### config.mk
export PLATFORM = sky130hd
export DESIGN_NAME = rom_reader
export DESIGN_NICKNAME = d
export VERILOG_FILES = /design/src/rtl/rom_reader_pkg.sv /design/src/rtl/rom_reader_serializer.sv /design/src/rtl/rom_reader.sv
export SDC_FILE = /design/constraint.sdc
export NUM_CORES = 1
export LEC_CHECK = 0
export ABC_CLOCK_PERIOD_IN_PS = 3300
export BUFFER_PORTS_ARGS = -buffer_cell sky130_fd_sc_hd__buf_2
export CORE_ASPECT_RATIO = 1.1
export CORE_UTILIZATION = 35
export DETAILED_ROUTE_END_ITERATION = 16
export PLACE_DENSITY = 0.59
export SETUP_SLACK_MARGIN = 0.3
export SYNTH_ARGS = -nofsm -noshare
export SYNTH_HDL_FRONTEND = slang
export SYNTH_SLANG_ARGS = --single-unit
### constraint.sdc
create_clock -name clk -period 3.3 [get_ports clk]
set_input_delay 0.33 -clock clk [delete_from_list [all_inputs] [get_ports clk]]
set_output_delay 0.33 -clock clk [all_outputs]
set_load 0.02 [all_outputs]
### src/rtl/rom_reader_pkg.sv
// Shared types and constants for the ROM dump engine: FSM encoding, word/byte
// geometry and the word-count clamp.
package rom_reader_pkg;

    localparam int BYTE_W         = 8;
    localparam int BYTES_PER_WORD = 4;
    localparam int WORD_W         = BYTE_W * BYTES_PER_WORD;
    localparam int IDX_W          = $clog2(BYTES_PER_WORD);

    typedef enum logic [2:0] {
        RR_IDLE,
        RR_LOAD,
        RR_SEND,
        RR_CSUM,
        RR_DONE
    } rr_state_e;

    function automatic logic [31:0] clamp_count(input logic [31:0] count,
                                                input logic [31:0] limit);
        return (count > limit) ? limit : count;
    endfunction

endpackage

### src/rtl/rom_reader_serializer.sv
// Holds one ROM word and presents it a byte at a time, MSB first; the byte
// advances only when the consumer accepts it.
module rom_reader_serializer
    import rom_reader_pkg::*;
(
    input  logic              clk,
    input  logic              rstn,
    input  logic              load,
    input  logic [WORD_W-1:0] word,
    input  logic              shift,
    output logic [BYTE_W-1:0] tx_byte,
    output logic              last
);

    logic [WORD_W-1:0] shreg_q, shreg_d;
    logic [IDX_W-1:0]  idx_q, idx_d;

    always_comb begin
        shreg_d = shreg_q;
        idx_d   = idx_q;
        if (load) begin
            shreg_d = word;
            idx_d   = '0;
        end else if (shift) begin
            shreg_d = {shreg_q[WORD_W-BYTE_W-1:0], {BYTE_W{1'b0}}};
            idx_d   = idx_q + 1'b1;
        end
    end

    always_ff @(posedge clk or negedge rstn) begin
        if (!rstn) begin
            shreg_q <= '0;
            idx_q   <= '0;
        end else begin
            shreg_q <= shreg_d;
            idx_q   <= idx_d;
        end
    end

    assign tx_byte = shreg_q[WORD_W-1 -: BYTE_W];
    assign last    = (idx_q == IDX_W'(BYTES_PER_WORD - 1));

endmodule

### src/rtl/rom_reader.sv
// Instruction-memory dump engine: walks sm_rom from word 0 and streams each word
// to the UART TX as bytes, MSB first, optionally followed by an XOR checksum byte.
module rom_reader
    import rom_reader_pkg::*;
#(
    parameter int SIZE     = 1024,
    parameter bit CHECKSUM = 1'b1
) (
    input  logic        clk,
    input  logic        rstn,
    input  logic        enable,
    input  logic        start,
    input  logic [31:0] count,
    output logic [31:0] ar,
    input  logic [31:0] rd,
    output logic [7:0]  tx_d,
    output logic        tx_v,
    input  logic        tx_ready,
    output logic        busy,
    output logic        done
);

    rr_state_e         state_q, state_d;
    logic [31:0]       ar_q, ar_d;
    logic [31:0]       rem_q, rem_d;
    logic [BYTE_W-1:0] csum_q, csum_d;
    logic              busy_q, busy_d;
    logic              done_q, done_d;

    logic              ser_load, ser_shift, ser_last;
    logic [BYTE_W-1:0] ser_byte;
    logic [31:0]       clamped;
    logic              accept;

    assign clamped = clamp_count(count, 32'(SIZE));
    assign accept  = tx_v & tx_ready;

    rom_reader_serializer u_ser (
        .clk     (clk),
        .rstn    (rstn),
        .load    (ser_load),
        .word    (rd),
        .shift   (ser_shift),
        .tx_byte (ser_byte),
        .last    (ser_last)
    );

    always_comb begin
        state_d   = state_q;
        ar_d      = ar_q;
        rem_d     = rem_q;
        csum_d    = csum_q;
        busy_d    = busy_q;
        ser_load  = 1'b0;
        ser_shift = 1'b0;
        done_d    = (state_q == RR_DONE);

        // Dropping enable abandons the dump silently: no done, in-flight byte ignored.
        if (!enable && (state_q == RR_LOAD || state_q == RR_SEND || state_q == RR_CSUM)) begin
            state_d = RR_IDLE;
            busy_d  = 1'b0;
        end else begin
            case (state_q)
                RR_IDLE: begin
                    if (start && enable) begin
                        ar_d    = '0;
                        rem_d   = clamped;
                        csum_d  = '0;
                        busy_d  = 1'b1;
                        state_d = (clamped == 32'd0) ? RR_DONE : RR_LOAD;
                    end
                end
                RR_LOAD: begin
                    ser_load = 1'b1;
                    state_d  = RR_SEND;
                end
                RR_SEND: begin
                    if (accept) begin
                        ser_shift = 1'b1;
                        csum_d    = csum_q ^ ser_byte;
                        if (ser_last) begin
                            ar_d  = ar_q + 32'd1;
                            rem_d = rem_q - 32'd1;
                            if (rem_q == 32'd1)
                                state_d = CHECKSUM ? RR_CSUM : RR_DONE;
                            else
                                state_d = RR_LOAD;
                        end
                    end
                end
                RR_CSUM: begin
                    if (accept)
                        state_d = RR_DONE;
                end
                RR_DONE: begin
                    busy_d  = 1'b0;
                    state_d = RR_IDLE;
                end
                default: begin
                    busy_d  = 1'b0;
                    state_d = RR_IDLE;
                end
            endcase
        end
    end

    always_ff @(posedge clk or negedge rstn) begin
        if (!rstn) begin
            state_q <= RR_IDLE;
            ar_q    <= '0;
            rem_q   <= '0;
            csum_q  <= '0;
            busy_q  <= 1'b0;
            done_q  <= 1'b0;
        end else begin
            state_q <= state_d;
            ar_q    <= ar_d;
            rem_q   <= rem_d;
            csum_q  <= csum_d;
            busy_q  <= busy_d;
            done_q  <= done_d;
        end
    end

    always_comb begin
        tx_v = 1'b0;
        tx_d = '0;
        case (state_q)
            RR_SEND: begin
                tx_v = 1'b1;
                tx_d = ser_byte;
            end
            RR_CSUM: begin
                tx_v = 1'b1;
                tx_d = csum_q;
            end
            default: ;
        endcase
    end

    assign ar   = ar_q;
    assign busy = busy_q;
    assign done = done_q;

endmodule

==> flow_summary_export.csv <==
group,metric,value,unit
clocking,cts_max_path_buffers,2,
worst_setup_path,critPathArrivalTime,2.61,ns
sta,setup_viol,0,
die,coreArea,16430,sq um
layout,seqCellArea,2778,sq um
die,dieArea,17460,sq um
drt,drt_iter0_markers,344,
sta,final_max_slew_viol_count,0,
sta,finalHoldViolCount,0,
placed_design,hpwl,11010,um
drt,wl_per_cell,16.22,um
power_and_ir_drop,combPwrFrac,24.4,%
worst_setup_path,crit_fanout,6,
clocking,clk_pin_slew_worst_paths,0.07,ns
worst_setup_path,max_stage_delay,0.59,ns
placed_design,pre_cts_ws,1.005,ns
synth,synth.most_common_cell,"dfrtp_1",
synth,mappedNetlistArea,5927,sq um
layout,final_nets,832,
synth,ys_types,51,
sta,rsz0062_at_grt,"no",
clocking,htree_levels,3,
synth,synth-simple-area-share,25.80,%
power_and_ir_drop,switching_share,33.34,%
worst_hold_path,holdCritPathClass,"input pin to async pin",
worst_setup_path,crit_chain,"or4_1 -> nor4_2 -> nand3_1 -> or4_1 -> nand3_1",
sta,fmax,432.1,MHz
synth,synth_seq_cells,111,
placed_design,io_buffer_count,111,
synth,synth.avg_cell_area,9.035,sq um
drt,antenna_left,0,
sta,fin_ws,0.9858,ns
layout,utilization,42.91,%
layout,multi_input_area,2984,sq um
worst_setup_path,cp_num_buf_inv,0,
global_route,grt_max_degree,57,
global_route,grt-ovfl-total,0,
synth,synth_area_leaders,"dfrtp_1 47%, mux2i_1 6.2%, nand2_1 5.8%, o21ai_0 5.7%, nor2_1 4.2%",
drt,drc,0,
drt,vias,5393,
worst_setup_path,critical_path_class,"flop to flop",
die,start_util,36.07,%
layout,syn_to_final_growth,18.96,%
synth,yosys.area.top_type_share,46.87,%
run,maxCapViolations,0,
die,ios,112,
layout,drive_above_1_share,20.45,%
power_and_ir_drop,internal_power,2.625,mW
synth,synth_xor_area_share,3.842,%
clocking,cts.sinks,111,
global_route,antenna_found_initial,0,
clocking,clk_latency,0.36,ns
clocking,cts_buffers,9,
synth,async_flop_share,100.0,%
die,die_width,126.1,um
synth,synthFlopType,"dfrtp_1",
sta,finalCriticalPeriod,2.314,ns
power_and_ir_drop,peakVddDrop,0.0003134,V
synth,synth.mux.area_fraction,6.629,%
synth,synth_top_family_by_area,"simple AND/OR/NAND/NOR gates",
placed_design,place.gp.congestion,0.8264,
worst_setup_path,crit_required,3.60,ns
synth,synth_adder_area_share,0.8444,%
sta,setup_tns,0,ns
power_and_ir_drop,p_per_area,558.5,nW/um^2
worst_setup_path,cp-start-kind,"flop",
synth,synth_edf_count,0,
sta,fin_worst_skew,0.008681,ns
status,status,"complete, no violations",
die,rows,49,
global_route,grt_usage,18.59,%
clocking,post_cts_resize_count,0,
sta,finalCritPeriodShare,70.13,%
clocking,cts.root.buffer_cell,"clkbuf_16",
clocking,post_cts_buffers,0,
worst_setup_path,cp-end-kind,"flop",
power_and_ir_drop,switchingPower,1.313,mW
die,fp.dieH,138.5,um
synth,synth_seq_area_share,46.87,%
drt,viasPerCell,5.577,
synth,synth_compound_area_share,13.03,%
worst_setup_path,crit_family,"simple AND/OR/NAND/NOR gates",
sta,tightestPinTransition,0.8688,ns
layout,diodes,0,
synth,synth_nets,729,
power_and_ir_drop,finalPower,3.938,mW
power_and_ir_drop,p_seq_share,47.3,%
sta,slew_headroom,41.95,%
power_and_ir_drop,pwr-share-clk,28.3,%
synth,netlist_instances,656,
clocking,holdBufCountCts,0,
global_route,grt_pass1_vias,5265,
global_route,grt_pass1_wl,26210,um
layout,fillers,1628,
drt,drtPass1Iterations,4,
synth,synth_top_area_cell,"dfrtp_1",
synth,yosysWarnings,0,
clocking,cts_tree,"done",
drt,routed_wl,15680,um
power_and_ir_drop,p_leak,3.165,nW
worst_setup_path,cp_slowest_cell,"or4_1",
synth,synthTopCellsByCount,"111 x dfrtp_1, 92 x nand2_1, 68 x o21ai_0",
## area by class of cell
cell class	count	area share, %
repair buffers	128	9.902
clock inverters	5	0.8341
inverters	10	0.5324
clock buffers	10	3.390
well taps	204	3.620
multi-input cells	499	42.32
flip-flops and latches	111	39.40
## registers in the layout (all words and copies together) (netlist names)
name	cells
u_ser.idx_q	2
busy	1
done	1
u_ser.shreg_q	32
csum_q	8
state_q	3
rem_q	32
ar	32
## path summary, 6_finish.rpt
| kind | start | to | slack (ns) | cells after the start |
|---|---|---|---|---|
| worst max-delay path | rem_q[6] | rem_q[31] | 0.99 | 5 |
| worst min-delay path | rstn | ar[17] | 0.02 | 1 |
| min in group clk | rd[4] | u_ser.shreg_q[4] | 0.17 | 3 |
| worst max register to register | rem_q[6] | rem_q[31] | 0.99 | 5 |
| worst min register to register | csum_q[0] | csum_q[0] | 0.49 | 1 |
| max in group asynchronous | rstn | csum_q[0] | 2.54 | 2 |
## kinds of logic (layout without fill, tap and decap cells)
group / count (synthesis) / count (layout)
mux: 39 / 39
flops: 111 / 111
compound gates: 129 / 129
xor+xnor: 26 / 26
buf+inv: 46 / 153
simple gates: 301 / 301
fa+ha+maj: 4 / 4
## per-layer routing
metal	GRT usage, %	share of wire [%]	vias to the layer above	wire length, um
li1	-	-	2588	-
met1	25.11	47	2607	7373
met2	29.51	46	178	7157
met5	0	0	-	0
met4	8.053	2.2	0	348
met3	2.864	5.1	20	803
## cells in the final DEF, fill, tap and decap left out, types with 3 or more instances in the layout
cell type / n
a21o_1: 5
a21oi_1: 16
a31oi_1: 7
and2_1: 4
and3_1: 4
and4_1: 5
buf_2: 110
buf_4: 17
clkbuf_16: 9
dfrtp_1: 111
ha_1: 4
inv_1: 10
mux2i_1: 37
nand2_1: 92
nand2b_1: 5
nand3_1: 22
nand4_1: 23
nor2_1: 65
nor3_1: 14
nor3b_1: 4
nor4_1: 24
nor4_2: 3
o211ai_1: 5
o21ai_0: 68
o311ai_0: 6
o31ai_1: 7
o41ai_1: 4
or3_1: 11
or4_1: 11
xnor2_1: 22
xor2_1: 4
## power by group through the flow
| stage | Clock (mW) | Combinational (mW) | Sequential [mW] |
|---|---|---|---|
| 6_report | 1.11 | 0.962 | 1.86 |
| 2_1_floorplan | 0 | 0.668 | 1.82 |
| 3_3_place_gp | 0 | 0.940 | 1.87 |
| 4_1_cts | 1.14 | 0.969 | 1.86 |
| 5_1_grt | 1.20 | 1.09 | 1.90 |
| 3_5_place_dp | 0 | 0.966 | 1.88 |
## per-stage QoR
stage,hold WS (ns),instances,cell area [sq um]
after floorplan,0.03441,656,5927
after global routing,0.1001,967,7051
final,0.01888,967,7051
after global placement,0.4401,952,6753
after detailed placement,0.4476,952,6753
after CTS,0.05998,967,7051
Power figures use the tool's default switching activity.
